### config.mk
export PLATFORM = sky130hd
export DESIGN_NAME = led_seq_ctrl
export DESIGN_NICKNAME = d
export VERILOG_FILES = /design/src/rtl/led_seq_ctrl.sv
export SDC_FILE = /design/constraint.sdc
export NUM_CORES = 1
export LEC_CHECK = 0
export ABC_AREA = 1
export BUFFER_PORTS_ARGS = -buffer_cell sky130_fd_sc_hd__buf_4
export CAP_MARGIN = 20
export CORE_MARGIN = 10
export CORE_UTILIZATION = 35
export DETAILED_ROUTE_END_ITERATION = 7
export PLACE_DENSITY = 0.56
export SLEW_MARGIN = 5
export SYNTH_ARGS = -nofsm -noshare
export SYNTH_HDL_FRONTEND = slang
export SYNTH_SLANG_ARGS = --single-unit
### constraint.sdc
create_clock -name sys_clk -period 5.8 [get_ports sys_clk]
set_clock_uncertainty 0.15 [all_clocks]
set_input_delay 1.74 -clock sys_clk [delete_from_list [all_inputs] [get_ports sys_clk]]
set_output_delay 1.74 -clock sys_clk [all_outputs]
set_load 0.02 [all_outputs]
### src/rtl/led_seq_ctrl.sv
// Start/pause/stop LED pattern sequencer with an internal prescaled step tick.
// Define LED_ACTIVE_LOW_EN to drive led_out inverted (LEDs off = 4'b1111).
module led_seq_ctrl #(
    parameter logic [23:0] CNT_BASE = 24'd12_499_999
) (
    input  logic       sys_clk,
    input  logic       sys_rst,
    input  logic       cmd_valid,
    output logic       cmd_ready,
    input  logic [1:0] cmd_mode,
    input  logic [1:0] cmd_speed,
    input  logic       start,
    input  logic       pause,
    input  logic       stop,
    output logic [3:0] led_out,
    output logic       step_tick,
    output logic [1:0] state
);

    typedef enum logic [1:0] {
        IDLE  = 2'd0,
        RUN   = 2'd1,
        PAUSE = 2'd2
    } state_t;

    localparam logic [23:0] PERIOD0 = CNT_BASE + 24'd1;
    localparam logic        DIR_UP  = 1'b0;

`ifdef LED_ACTIVE_LOW_EN
    localparam logic [3:0] LED_POL = 4'b1111;
`else
    localparam logic [3:0] LED_POL = 4'b0000;
`endif

    state_t      state_q, state_d;
    logic [1:0]  mode_q, mode_d;
    logic [1:0]  speed_q, speed_d;
    logic [23:0] cnt_q, cnt_d;
    logic [3:0]  pat_q, pat_d;
    logic        dir_q, dir_d;
    logic        tick_q, tick_d;
    logic [3:0]  led_q;
    logic [23:0] term;
    logic [3:0]  nxt_pat;
    logic        nxt_dir;
    logic        accept;

    function automatic logic [3:0] seed(input logic [1:0] m);
        case (m)
            2'd0:    seed = 4'b0001;
            2'd1:    seed = 4'b1000;
            2'd2:    seed = 4'b0001;
            default: seed = 4'b1111;
        endcase
    endfunction

    assign term      = (PERIOD0 >> speed_q) - 24'd1;
    assign cmd_ready = (state_q == IDLE) || (state_q == PAUSE);
    assign accept    = cmd_valid && cmd_ready;
    assign state     = state_q;
    assign step_tick = tick_q;
    assign led_out   = led_q;

    // Illegal patterns for the current mode fall through to the mode seed.
    always_comb begin
        nxt_pat = seed(mode_q);
        nxt_dir = DIR_UP;
        case (mode_q)
            2'd0: begin
                if (pat_q inside {4'b0001, 4'b0010, 4'b0100})
                    nxt_pat = {pat_q[2:0], 1'b0};
                else if (pat_q == 4'b1000)
                    nxt_pat = 4'b0001;
            end
            2'd1: begin
                if (pat_q inside {4'b1000, 4'b0100, 4'b0010})
                    nxt_pat = {1'b0, pat_q[3:1]};
                else if (pat_q == 4'b0001)
                    nxt_pat = 4'b1000;
            end
            2'd2: begin
                if (pat_q inside {4'b0001, 4'b0010, 4'b0100, 4'b1000}) begin
                    if (dir_q == DIR_UP) begin
                        if (pat_q == 4'b1000) begin
                            nxt_pat = 4'b0100;
                            nxt_dir = ~DIR_UP;
                        end else begin
                            nxt_pat = {pat_q[2:0], 1'b0};
                            nxt_dir = nxt_pat[3];
                        end
                    end else begin
                        if (pat_q == 4'b0001) begin
                            nxt_pat = 4'b0010;
                        end else begin
                            nxt_pat = {1'b0, pat_q[3:1]};
                            nxt_dir = ~nxt_pat[0];
                        end
                    end
                end
            end
            default: begin
                nxt_pat = (pat_q == 4'b1111) ? 4'b0000 : 4'b1111;
            end
        endcase
    end

    // A command accepted this cycle is folded in before the start decision.
    always_comb begin
        state_d = state_q;
        mode_d  = mode_q;
        speed_d = speed_q;
        cnt_d   = cnt_q;
        pat_d   = pat_q;
        dir_d   = dir_q;
        tick_d  = 1'b0;
        if (accept) begin
            mode_d  = cmd_mode;
            speed_d = cmd_speed;
            cnt_d   = '0;
            if (state_q == PAUSE) begin
                pat_d = seed(cmd_mode);
                dir_d = DIR_UP;
            end
        end
        case (state_q)
            IDLE: begin
                if (start) begin
                    state_d = RUN;
                    pat_d   = seed(mode_d);
                    dir_d   = DIR_UP;
                    cnt_d   = '0;
                end
            end
            RUN: begin
                if (stop) begin
                    state_d = IDLE;
                    pat_d   = '0;
                    cnt_d   = '0;
                    dir_d   = DIR_UP;
                end else if (pause) begin
                    state_d = PAUSE;
                end else if (cnt_q == term) begin
                    cnt_d  = '0;
                    pat_d  = nxt_pat;
                    dir_d  = nxt_dir;
                    tick_d = 1'b1;
                end else begin
                    cnt_d = cnt_q + 24'd1;
                end
            end
            PAUSE: begin
                if (stop) begin
                    state_d = IDLE;
                    pat_d   = '0;
                    cnt_d   = '0;
                    dir_d   = DIR_UP;
                end else if (!pause && start) begin
                    state_d = RUN;
                end
            end
            default: begin
                state_d = IDLE;
                pat_d   = '0;
                cnt_d   = '0;
                dir_d   = DIR_UP;
            end
        endcase
    end

    always_ff @(posedge sys_clk or posedge sys_rst) begin
        if (sys_rst) begin
            state_q <= IDLE;
            mode_q  <= '0;
            speed_q <= '0;
            cnt_q   <= '0;
            pat_q   <= '0;
            dir_q   <= DIR_UP;
            tick_q  <= 1'b0;
            led_q   <= LED_POL;
        end else begin
            state_q <= state_d;
            mode_q  <= mode_d;
            speed_q <= speed_d;
            cnt_q   <= cnt_d;
            pat_q   <= pat_d;
            dir_q   <= dir_d;
            tick_q  <= tick_d;
            led_q   <= pat_d ^ LED_POL;
        end
    end

endmodule

==> run_results.csv <==
group,metric,value,unit
route,wl,12.1,mm
route,drtIter0Drc,352,
logic_synthesis,synthCells,649,
setup_path,slowest_delay,0.65,ns
global_route,grt_max_degree,37,
sta,fin_crit_sh,0.577,
outcome,status,"finished, final reports clean",
placement,io_buffers,17,
setup_path,critical_path_class,"in2reg",
logic_synthesis,synth_top_area_share,0.276,
logic_synthesis,synth_edf_count,0,
sta,hold_viol_final,0,
sta,whs,0.432,ns
final_layout,num-nets-final,670,
final_layout,n_antenna_cell,0,
pwr,switchingPower,779,uW
clocking,cts_hold_buf,0,
floorplan,rows,36,
route,num_vias,4008,
floorplan,die_area,0.0146,mm^2
sta,rsz0062_at_grt,"false",
min_path,hold_class,"reg2reg",
sta,setup_violations,0,
logic_synthesis,synth.avg_cell_area,5.49,um^2
logic_synthesis,ys_ff_latch,36,
pwr,pwr-share-comb,0.542,
clocking,cts_tree,"yes",
setup_path,path_max_fanout,24,
pwr,p_clk_frac,0.159,
global_route,grt.overflow.total,0,
final_layout,area_delta_synth_final,9.21,%
final_layout,fin_area,0.00389,mm^2
placement,gp_congestion,0.991,
route,drc,0,
clocking,cts_setup_buffers,0,
logic_synthesis,synth_area_leaders,"nand2_1 28%, dfrtp_1 25%, nor2_1 9.8%, nand3_1 7.7%, inv_1 6.9%",
route,drt.antenna.violating_nets,0,
placement,dp_slack,2.12,ns
placement,place_hpwl,9.08,mm
logic_synthesis,synth_largest_area_cell,"nand2_1",
sta,setup_tns,0,ns
global_route,antenna_found_initial,0,
job,max_cap_violations,0,
global_route,first_global_vias,3748,
sta,min_period,3.35,ns
sta,drv_slew,0,
setup_path,critPathCaptureType,"flip-flop",
setup_path,ff2ff_setup_slack,2.69,ns
sta,slew_headroom,0.439,
global_route,grt_use_total,0.167,
floorplan,start_util,0.361,
pwr,p_sw_frac,0.531,
setup_path,slowest_stage,"inv_1",
clocking,clkTransAtPathRegs,0.08,ns
clocking,cts_resized,0,
pwr,p_seq_frac,0.299,
route,wire_per_inst,15.3,um
clocking,max-clock-path-buffers,2,
setup_path,path_cells,"buf_4 -> nor2_1 -> nor2_1 -> inv_1 -> o21ai_0 -> o31ai_1 -> inv_1",
pwr,p_per_area,377,mW/mm^2
sta,tightestPinTransition,0.840,ns
pwr,internal-power,687,uW
clocking,cts_sinks,36,
logic_synthesis,syn-num-nets,661,
logic_synthesis,yosysUniqueCellTypes,27,
setup_path,worst_ep_required_time,5.83,ns
global_route,grt_pass1_wl,19.8,mm
logic_synthesis,ys_warn_count,0,
floorplan,design.core.area,0.00986,mm^2
pwr,vdd_drop_max,0.158,mV
setup_path,critPathArrivalTime,3.38,ns
clocking,cts-root-buf,"clkbuf_8",
floorplan,fp.dieH,121,um
setup_path,critPathLaunchType,"primary input",
clocking,h-tree-depth,2,
route,first_pass_iters,5,
route,avgViaCountPerCell,5.06,
final_layout,final_core_util,0.394,
logic_synthesis,synthArstFlopShare,1.00,
logic_synthesis,netlist_area,0.00356,mm^2
clocking,clk_latency,0.29,ns
logic_synthesis,ys.flop_type,"dfrtp_1",
placement,place_area,0.00378,mm^2
floorplan,io_pins,18,
logic_synthesis,seq_area_frac_synth,0.253,
final_layout,layout-drive-gt1-share,0.0698,
clocking,cts_inserted_buffers,5,
pwr,p_leak,2.01,nW
floorplan,die_w,121,um
sta,fmax,0.299,GHz
sta,timing.final.ws_setup,2.45,ns
==> final cells by class <==
| cell class | instances | area, um^2 |
|---|---|---|
| fill | 1126 | 5980 |
| multi-input combinational | 524 | 2300 |
| sequential | 36 | 901 |
| clock inverter | 3 | 42.5 |
| inverter | 72 | 270 |
| tap | 133 | 166 |
| clock buffer | 5 | 68.8 |
| timing repair buffer | 19 | 143 |
==> power by group through the flow <==
stage | sequential [mW] | clock [mW] | combinational (mW)
floorplan | 0.396 | 0 | 0.613
global placement | 0.442 | 0 | 0.786
detailed placement | 0.439 | 0 | 0.790
CTS | 0.435 | 0.235 | 0.791
global route | 0.450 | 0.248 | 0.907
finish | 0.439 | 0.233 | 0.795
==> cell usage in the layout (no fill, tap or decap), drive strengths merged <==
cell type	n
buf	19
nand2	268
xnor2	2
nor2	97
o21a	2
bufinv	1
o31ai	2
nand3	57
a21oi	16
clkinvlp	1
clkbuf	5
ha	2
o21ai	48
nor3	7
clkinv	2
xor2	10
inv	71
dfrtp	36
nand4	13
==> flip-flops by register name, summed over array words and instances, names as in the netlist <==
name and cells:
dir_q 1, speed_q 2, cnt_q 24, led_out 4
mode_q 2, step_tick 1, state 2
==> final timing paths <==
check / start / to / cells past startpoint
worst max-delay path: stop / state[0] / 7
worst min-delay path: cnt_q[1] / cnt_q[1] / 2
worst max register to register: speed_q[0] / dir_q / 14
worst min register to register: cnt_q[1] / cnt_q[1] / 2
max in group asynchronous: sys_rst / dir_q / 3
min in group asynchronous: sys_rst / cnt_q[2] / 3
==> worst max-delay path: cells and delay by family <==
kind	cells	cell delay, ns
AND/OR/NAND/NOR	2	0.49
buffers and inverters	3	0.83
AO/OA/AOI/OAI	2	0.32
==> stage by stage <==
step / cells / power, mW
2_1_floorplan: 649 / 1.01
3_3_place_gp: 784 / 1.23
3_5_place_dp: 784 / 1.23
4_1_cts: 792 / 1.46
5_1_grt: 792 / 1.61
6_report: 792 / 1.47
==> cell families (layout without fill, tap and decap cells) <==
kind of cell	Yosys count	in the layout	share of synthesized area
XOR/XNOR	12	12	0.0295
flip-flops	36	36	0.253
AO/OA/AOI/OAI	68	68	0.0984
buffers and inverters	89	99	0.102
adder cells (fa/ha/maj)	2	2	0.00703
AND/OR/NAND/NOR	442	442	0.510
==> synthesized netlist by cell type, types with 4 or more instances <==
| cell type | count |
|---|---|
| nand2_2 | 5 |
| clkbuf_1 | 6 |
| inv_1 | 65 |
| a21oi_1 | 16 |
| dfrtp_1 | 36 |
| nand2_1 | 262 |
| nand3_1 | 55 |
| nor3_1 | 6 |
| o21ai_0 | 46 |
| nor2_2 | 4 |
| xor2_1 | 10 |
| inv_2 | 6 |
| buf_2 | 4 |
| nand4_1 | 13 |
| nor2_1 | 93 |
==> layer usage <==
layer | global-route usage | vias to the layer above | part of all wire
li1 | - | 2059 | -
met1 | 0.216 | 1810 | 0.45
met2 | 0.278 | 122 | 0.47
met3 | 0.0335 | 17 | 0.061
met4 | 0.0422 | 0 | 0.017
met5 | 0 | - | 0
(Power assumes the default switching activity.)
